<file path="config.mk">
export PLATFORM = sky130hd
export DESIGN_NAME = dma_apb_csr
export DESIGN_NICKNAME = d
export VERILOG_FILES = /design/src/rtl/dma_csr_pkg.sv /design/src/rtl/dma_csr_desc_bank.sv /design/src/rtl/dma_apb_csr.sv
export SDC_FILE = /design/constraint.sdc
export NUM_CORES = 2
export LEC_CHECK = 0
export CAP_MARGIN = 20
export CORE_AREA = 4 4 557 559
export CTS_BUF_LIST = sky130_fd_sc_hd__clkbuf_8
export CTS_CLUSTER_DIAMETER = 60
export DETAILED_ROUTE_END_ITERATION = 12
export DIE_AREA = 0 0 561 563
export DONT_BUFFER_PORTS = 1
export RECOVER_POWER = 25
export SLEW_MARGIN = 10
export SYNTH_ARGS = -nofsm -noshare
export SYNTH_HDL_FRONTEND = slang
export SYNTH_HIERARCHICAL = 1
export SYNTH_SLANG_ARGS = --single-unit
</file>
<file path="constraint.sdc">
create_clock -name clk -period 6.7 [get_ports clk]
set_input_delay 1.34 -clock clk [delete_from_list [all_inputs] [get_ports clk]]
set_output_delay 1.34 -clock clk [all_outputs]
set_load 0.01 [all_outputs]
</file>
<file path="src/rtl/dma_csr_pkg.sv">
// Shared register map, reset values and APB slave state encoding for the
// dma_apb_csr register file.
package dma_csr_pkg;

    localparam logic [31:0] CTRL_OFFSET     = 32'h000;
    localparam logic [31:0] STATUS_OFFSET   = 32'h004;
    localparam logic [31:0] ERR_ADDR_OFFSET = 32'h008;
    localparam logic [31:0] INT_EN_OFFSET   = 32'h00C;

    localparam logic [31:0] DESC_BASE   = 32'h100;
    localparam logic [31:0] DESC_STRIDE = 32'h020;

    localparam logic [4:0] DESC_CFG_OFFSET     = 5'h00;
    localparam logic [4:0] DESC_SRC_OFFSET     = 5'h04;
    localparam logic [4:0] DESC_DST_OFFSET     = 5'h08;
    localparam logic [4:0] DESC_NUM_OFFSET     = 5'h0C;
    localparam logic [4:0] DESC_RD_JUMP_OFFSET = 5'h10;
    localparam logic [4:0] DESC_WR_JUMP_OFFSET = 5'h14;

    localparam logic [7:0] MAXBURST_RST = 8'h0F;

    typedef enum logic [1:0] {
        StIdle,
        StRdWait,
        StRdDone
    } apb_state_e;

endpackage

</file>
<file path="src/rtl/dma_csr_desc_bank.sv">
// Register bank for one DMA descriptor: six fields, their write decode and
// a read mux that outputs zero when the address is not one of its fields.
module dma_csr_desc_bank import dma_csr_pkg::*; #(
    parameter int unsigned DescIdx    = 0,
    parameter int unsigned AddrWidth  = 32,
    parameter int unsigned BytesWidth = 32
) (
    input  logic                  clk_i,
    input  logic                  rst_i,
    input  logic [31:0]           addr_i,
    input  logic                  wr_en_i,
    input  logic [31:0]           wdata_i,
    output logic                  hit_o,
    output logic [31:0]           rdata_o,
    output logic                  enable_o,
    output logic                  read_mode_o,
    output logic                  write_mode_o,
    output logic [AddrWidth-1:0]  src_addr_o,
    output logic [AddrWidth-1:0]  dst_addr_o,
    output logic [BytesWidth-1:0] num_bytes_o,
    output logic [BytesWidth-1:0] rd_jump_o,
    output logic [BytesWidth-1:0] wr_jump_o
);

    localparam logic [31:0] BlockBase = DESC_BASE + DescIdx * DESC_STRIDE;

    logic [2:0]            cfg_q;
    logic [AddrWidth-1:0]  src_q, dst_q;
    logic [BytesWidth-1:0] num_q, rdj_q, wrj_q;
    logic                  in_blk;
    logic [4:0]            off;

    assign in_blk = (addr_i[31:5] == BlockBase[31:5]);
    assign off    = addr_i[4:0];

    always_comb begin
        hit_o   = 1'b0;
        rdata_o = '0;
        if (in_blk) begin
            unique case (off)
                DESC_CFG_OFFSET:     begin hit_o = 1'b1; rdata_o = {29'b0, cfg_q}; end
                DESC_SRC_OFFSET:     begin hit_o = 1'b1; rdata_o = 32'(src_q);     end
                DESC_DST_OFFSET:     begin hit_o = 1'b1; rdata_o = 32'(dst_q);     end
                DESC_NUM_OFFSET:     begin hit_o = 1'b1; rdata_o = 32'(num_q);     end
                DESC_RD_JUMP_OFFSET: begin hit_o = 1'b1; rdata_o = 32'(rdj_q);     end
                DESC_WR_JUMP_OFFSET: begin hit_o = 1'b1; rdata_o = 32'(wrj_q);     end
                default: ;
            endcase
        end
    end

    always_ff @(posedge clk_i or posedge rst_i) begin
        if (rst_i) begin
            cfg_q <= '0;
            src_q <= '0;
            dst_q <= '0;
            num_q <= '0;
            rdj_q <= '0;
            wrj_q <= '0;
        end else if (wr_en_i && hit_o) begin
            unique case (off)
                DESC_CFG_OFFSET:     cfg_q <= wdata_i[2:0];
                DESC_SRC_OFFSET:     src_q <= wdata_i[AddrWidth-1:0];
                DESC_DST_OFFSET:     dst_q <= wdata_i[AddrWidth-1:0];
                DESC_NUM_OFFSET:     num_q <= wdata_i[BytesWidth-1:0];
                DESC_RD_JUMP_OFFSET: rdj_q <= wdata_i[BytesWidth-1:0];
                DESC_WR_JUMP_OFFSET: wrj_q <= wdata_i[BytesWidth-1:0];
                default: ;
            endcase
        end
    end

    assign enable_o     = cfg_q[0];
    assign read_mode_o  = cfg_q[1];
    assign write_mode_o = cfg_q[2];
    assign src_addr_o   = src_q;
    assign dst_addr_o   = dst_q;
    assign num_bytes_o  = num_q;
    assign rd_jump_o    = rdj_q;
    assign wr_jump_o    = wrj_q;

endmodule

</file>
<file path="src/rtl/dma_apb_csr.sv">
// APB3 register file in front of dma_core: global control/status, per-descriptor
// banks, start/err_clr pulses and a registered level interrupt.
module dma_apb_csr import dma_csr_pkg::*; #(
    parameter int unsigned DMA_ADDR_WIDTH  = 32,
    parameter int unsigned DMA_BYTES_WIDTH = 32,
    parameter int unsigned DMA_NUM_DESC    = 8,
    parameter int unsigned APB_ADDR_WIDTH  = 12
) (
    input  logic                                          clk,
    input  logic                                          rst,
    input  logic                                          psel,
    input  logic                                          penable,
    input  logic                                          pwrite,
    input  logic [APB_ADDR_WIDTH-1:0]                     paddr,
    input  logic [31:0]                                   pwdata,
    output logic [31:0]                                   prdata,
    output logic                                          pready,
    output logic                                          pslverr,
    output logic [DMA_NUM_DESC-1:0]                       csr_desc_enable,
    output logic [DMA_NUM_DESC-1:0]                       csr_desc_read_mode,
    output logic [DMA_NUM_DESC-1:0]                       csr_desc_write_mode,
    output logic [DMA_NUM_DESC-1:0][DMA_ADDR_WIDTH-1:0]   csr_desc_src_addr,
    output logic [DMA_NUM_DESC-1:0][DMA_ADDR_WIDTH-1:0]   csr_desc_dst_addr,
    output logic [DMA_NUM_DESC-1:0][DMA_BYTES_WIDTH-1:0]  csr_desc_num_bytes,
    output logic [DMA_NUM_DESC-1:0][DMA_BYTES_WIDTH-1:0]  csr_desc_read_jump_bytes,
    output logic [DMA_NUM_DESC-1:0][DMA_BYTES_WIDTH-1:0]  csr_desc_write_jump_bytes,
    output logic [7:0]                                    csr_dma_maxburst,
    output logic                                          csr_dma_start,
    output logic                                          csr_dma_err_clr,
    input  logic                                          csr_dma_done,
    input  logic                                          csr_dma_err,
    input  logic [1:0]                                    csr_dma_status,
    input  logic [1:0]                                    csr_dma_err_type,
    input  logic [DMA_ADDR_WIDTH-1:0]                     csr_dma_err_addr,
    output logic                                          irq
);

    apb_state_e  state_q;
    logic [31:0] prdata_q, rd_mux, addr;
    logic        rd_err_q;
    logic [7:0]  maxburst_q;
    logic [1:0]  int_en_q;
    logic        start_q, err_clr_q, done_d1_q, done_sticky_q, done_sticky_d, irq_q;
    logic        busy, wr_acc, rd_start, mapped, wr_err, bank_we, desc_hit;
    logic        hit_ctrl, hit_status, hit_err_addr, hit_int_en;
    logic [DMA_NUM_DESC-1:0]       bank_hit;
    logic [DMA_NUM_DESC-1:0][31:0] bank_rdata;
    logic        unused_bits;

    assign unused_bits = ^paddr[1:0];
    assign addr        = 32'({paddr[APB_ADDR_WIDTH-1:2], 2'b00});

    assign busy     = (csr_dma_status == 2'b01) || (csr_dma_status == 2'b10);
    assign wr_acc   = psel & penable & pwrite & (state_q == StIdle);
    assign rd_start = psel & penable & ~pwrite & (state_q == StIdle);

    assign hit_ctrl     = (addr == CTRL_OFFSET);
    assign hit_status   = (addr == STATUS_OFFSET);
    assign hit_err_addr = (addr == ERR_ADDR_OFFSET);
    assign hit_int_en   = (addr == INT_EN_OFFSET);
    assign desc_hit     = |bank_hit;
    assign mapped       = hit_ctrl | hit_status | hit_err_addr | hit_int_en | desc_hit;

    // CTRL writes while busy are flagged but still carry ERR_CLR through.
    assign wr_err  = ~mapped | (busy & (hit_ctrl | desc_hit));
    assign bank_we = wr_acc & ~busy;

    for (genvar i = 0; i < DMA_NUM_DESC; i++) begin : g_desc
        dma_csr_desc_bank #(
            .DescIdx    (i),
            .AddrWidth  (DMA_ADDR_WIDTH),
            .BytesWidth (DMA_BYTES_WIDTH)
        ) u_bank (
            .clk_i        (clk),
            .rst_i        (rst),
            .addr_i       (addr),
            .wr_en_i      (bank_we),
            .wdata_i      (pwdata),
            .hit_o        (bank_hit[i]),
            .rdata_o      (bank_rdata[i]),
            .enable_o     (csr_desc_enable[i]),
            .read_mode_o  (csr_desc_read_mode[i]),
            .write_mode_o (csr_desc_write_mode[i]),
            .src_addr_o   (csr_desc_src_addr[i]),
            .dst_addr_o   (csr_desc_dst_addr[i]),
            .num_bytes_o  (csr_desc_num_bytes[i]),
            .rd_jump_o    (csr_desc_read_jump_bytes[i]),
            .wr_jump_o    (csr_desc_write_jump_bytes[i])
        );
    end

    always_comb begin
        rd_mux = '0;
        if (hit_ctrl)     rd_mux = {16'h0, maxburst_q, 8'h0};
        if (hit_status)   rd_mux = {26'h0, csr_dma_err_type, csr_dma_err, done_sticky_q,
                                    csr_dma_status};
        if (hit_err_addr) rd_mux = 32'(csr_dma_err_addr);
        if (hit_int_en)   rd_mux = {30'h0, int_en_q};
        for (int unsigned i = 0; i < DMA_NUM_DESC; i++) begin
            rd_mux = rd_mux | bank_rdata[i];
        end
    end

    // A fresh done edge beats a simultaneous W1C.
    assign done_sticky_d = (csr_dma_done & ~done_d1_q) |
                           (done_sticky_q & ~(wr_acc & hit_status & pwdata[2]));

    always_ff @(posedge clk or posedge rst) begin
        if (rst) begin
            state_q       <= StIdle;
            prdata_q      <= '0;
            rd_err_q      <= 1'b0;
            maxburst_q    <= MAXBURST_RST;
            int_en_q      <= '0;
            start_q       <= 1'b0;
            err_clr_q     <= 1'b0;
            done_d1_q     <= 1'b0;
            done_sticky_q <= 1'b0;
            irq_q         <= 1'b0;
        end else begin
            done_d1_q     <= csr_dma_done;
            done_sticky_q <= done_sticky_d;
            irq_q         <= (done_sticky_q & int_en_q[0]) | (csr_dma_err & int_en_q[1]);
            start_q       <= wr_acc & hit_ctrl & ~busy & pwdata[0];
            err_clr_q     <= wr_acc & hit_ctrl & pwdata[1];
            if (wr_acc && hit_ctrl && !busy) maxburst_q <= pwdata[15:8];
            if (wr_acc && hit_int_en)        int_en_q   <= pwdata[1:0];
            unique case (state_q)
                StIdle: begin
                    if (rd_start) begin
                        state_q  <= StRdWait;
                        prdata_q <= rd_mux;
                        rd_err_q <= ~mapped;
                    end
                end
                StRdWait: state_q <= StRdDone;
                StRdDone: begin
                    state_q  <= StIdle;
                    prdata_q <= '0;
                    rd_err_q <= 1'b0;
                end
                default: state_q <= StIdle;
            endcase
        end
    end

    assign prdata           = prdata_q;
    assign pready           = wr_acc | (state_q == StRdWait);
    assign pslverr          = (wr_acc & wr_err) | ((state_q == StRdWait) & rd_err_q);
    assign csr_dma_maxburst = maxburst_q;
    assign csr_dma_start    = start_q;
    assign csr_dma_err_clr  = err_clr_q;
    assign irq              = irq_q;

endmodule

</file>
==> out/results.txt <==
run status = finished, violations left
failing checks = antenna violations, max-capacitance violations, max-slew violations
routed length per placed instance = 43.3 um
Yosys top cell area share = 53.9%
I/O pin count = 1436
global-route wire length before repair = 517000 um
Final HPWL DP = 309000 um
Post-synth top flop = dfrtp_1
synth unique cells = 55
Syn. warnings = 6
register area share after synthesis = 54.1%
layout net count = 5195
Net Sw Frac = 24.6%
Startpoint Class = primary input
final setup TNS = 0 ns
Via-to-Cell Ratio = 5.09
Mapped Area = 62700 um^2
Sink Count = 1354
core area = 305000 um^2
Yosys reg bits = 1354
pre-CTS setup slack = 1.16 ns
Final min period = 6.16 ns
WP data arrival = 4.82 ns
hold-fix buffers at CTS = 0
fin. max-slew vios = 969
Power Density = 228 nW/um^2
Combinational Power Share = 2.5%
internal power = 0.0127 W
Synth area leaders = dfrtp_1, mux2_1, mux2i_1, a221oi_1, mux2_2
placed cells = 8957
max_slew headroom = -231%
kind of critical path = in -> out
WL final = 412000 um
CTS tree = built
gr usage total = 24.9%
maximum vdd drop = 0.222 mV
Mapped Avg Cell Area = 13.2 um^2
Worst Slack Setup Final = 0.545 ns
measured slew at the worst slew-check pin = 4.94 ns
post-route DRC violation count = 0
CTS clk-pin slew, worst paths = 0.06 ns
Worst Path Required = 5.36 ns
gp weighted congestion = 0.944
Clock Path Buffers = 4
CP Capture Type = output port
row count = 203
Starting Density = 20.5%
Worst Path Max Fanout = 112
Die X-Extent = 561 um
total grt overflow = 0
vias in the first global route = 46000
Multi-input gate area = 27700 um^2
share of flip-flops with an asynchronous set or reset = 100%
register share of total power = 48.5%
htree depth = 4
layout cells sized above 1 = 16.3%
leakage power = 36.0 nW
Setup Skew = 0.0951 ns
antenna viol nets, final = 3
Clock Power Share = 48.9%
Post-synth EDFFs = 0
DRT iter0 DRCs = 6631
hold slack = 0.313 ns
Max Cap Viol = 11
Die ar. = 316000 um^2
CTS buffer count = 243
Fin. Hold Viols = 0
initial antenna violation count = 78
1st-pass router iterations = 5
Die H = 563 um
Net Sw Power = 0.00415 W
Hold Path Class = in -> async
# resized after CTS = 0
Register Area = 33900 um^2
clk_lat worst skew = 1.03 ns
CTS root buf = clkbuf_8
Area Overhead vs Synth = 18.3%
total number of vias = 48400
final worst path period share = 91.9%
RSZ-0062 raised after global routing = false
largest net degree at the start of global routing = 322
Yosys top cell by area = dfrtp_1
FMAX = 162 MHz
PortBufs = 0
Layout Cells excl Fill = 9513
final setup violating endpoints = 0
# fillers = 32000
setup bufs post-CTS = 0
cells after synthesis = 4737
-- flip-flops by register name, summed over array words and instances, names as in the netlist, 2 cells and up --
signal                     cells
g_desc.u_bank/dst_addr_o     256
g_desc.u_bank/num_bytes_o    256
g_desc.u_bank/rd_jump_o      256
g_desc.u_bank/src_addr_o     256
g_desc.u_bank/wr_jump_o      256
prdata                        32
g_desc.u_bank/cfg_q           24
csr_dma_maxburst               8
int_en_q                       2
state_q                        2
-- metrics by stage --
stage                     util [%]  instance area (um^2)  power [W]
after floorplan                  -                 63500    0.00863
after global placement        22.5                 68600    0.00869
after detailed placement      22.5                 68700    0.00870
after CTS                     24.2                 73800     0.0169
after global routing          24.2                 73900     0.0174
final                         24.3                 74100     0.0169
-- area by class of cell --
class                           count  share of cell area (%)
Antenna cell                      120                   0.405
Clock buffer                      300                    5.57
Clock inverter                    130                    1.30
Inverter                           56                   0.299
Multi-Input combinational cell   3235                    37.4
Sequential cell                  1354                    45.7
Tap cell                         4100                    6.92
Timing Repair Buffer              218                    2.38
-- worst max-delay path: stages --
cell and delay [ns]:
buf_16 0.52, a211oi_1 0.19, nand4_2 0.35, or2_2 0.76
inv_1 0.11, nor4_1 0.81, nand3_1 0.15, a32oi_1 0.19
o21ai_0 0.10, buf_4 0.17
-- cell usage after synthesis, drive strengths merged, types with 2 or more instances --
cell type / number
a211oi: 8
a21oi: 241
a221o: 11
a221oi: 256
a22o: 3
a22oi: 20
a31oi: 3
and2: 2
and3: 9
and3b: 9
buf: 169
clkbuf: 146
clkinv: 8
dfrtp: 1350
dfstp: 4
inv: 48
mux2: 1319
mux2i: 280
nand2: 257
nand2b: 2
nand3: 2
nand4: 26
nor2: 297
nor2b: 2
nor3: 19
nor4: 90
nor4b: 59
nor4bb: 3
o211ai: 3
o21ai: 23
o22ai: 24
or2: 10
or4: 20
or4b: 8
-- layout by cell type (no fill, tap or decap), drive strengths merged, types with 11 or more instances in the layout --
master,Yosys,routed
clkbuf,146,305
diode,0,120
a221oi,256,256
nor3,19,19
dfrtp,1350,1350
a21oi,241,241
nor4,90,90
nand2,257,257
buf,169,212
clkinvlp,0,16
nand4,26,26
a22oi,20,20
o21ai,23,23
conb,1,224
mux2i,280,280
mux2,1319,1319
inv,48,123
or4,20,20
o22ai,24,24
nor4b,59,59
nor2,297,297
a221o,11,11
clkinv,8,37
-- kinds of logic (layout without fill, tap and decap cells) --
kind of cell | after synthesis | count (layout) | share of synthesized area, %
other cells | 1 | 344 | 0.00598
compound gates | 594 | 594 | 6.57
buf+inv | 371 | 704 | 3.21
mux | 1599 | 1599 | 28.4
simple gates | 817 | 817 | 7.72
flops | 1354 | 1354 | 54.1
xor+xnor | 1 | 1 | 0.0140
-- worst paths after layout --
path	from	slack [ns]	endpoint	cells past startpoint
setup reg to reg	state_q[1]$_DFFE_PP0P_	2.53	g_desc[7].u_bank/rd_jump_o[16]$_DFFE_PP0P_	8
hold reg to reg	done_d1_q$_DFF_PP0_	0.45	done_sticky_q$_DFF_PP0_	1
max in group asynchronous	rst	1.35	g_desc[4].u_bank/num_bytes_o[13]$_DFFE_PP0P_	3
setup / recovery	paddr[4]	0.54	pslverr	10
hold / removal	rst	0.31	g_desc[6].u_bank/dst_addr_o[7]$_DFFE_PP0P_	1
min in group clk	csr_dma_done	0.39	done_d1_q$_DFF_PP0_	0
-- power by group through the flow --
stage	logic, W	registers [W]	clock network, W
global route	0.000467	0.00818	0.00878
detailed placement	0.000369	0.00833	0
floorplan	0.000294	0.00833	0
CTS	0.000370	0.00819	0.00839
finish	0.000428	0.00819	0.00825
global placement	0.000362	0.00833	0
-- layer usage --
layer,part of all wire (%),global-route usage (%)
met4,6.3,11.5
met5,0.0097,0
met1,36,28.4
met2,47,41.0
met3,11,9.71
Note: power is estimated with default switching activity, not from simulation.
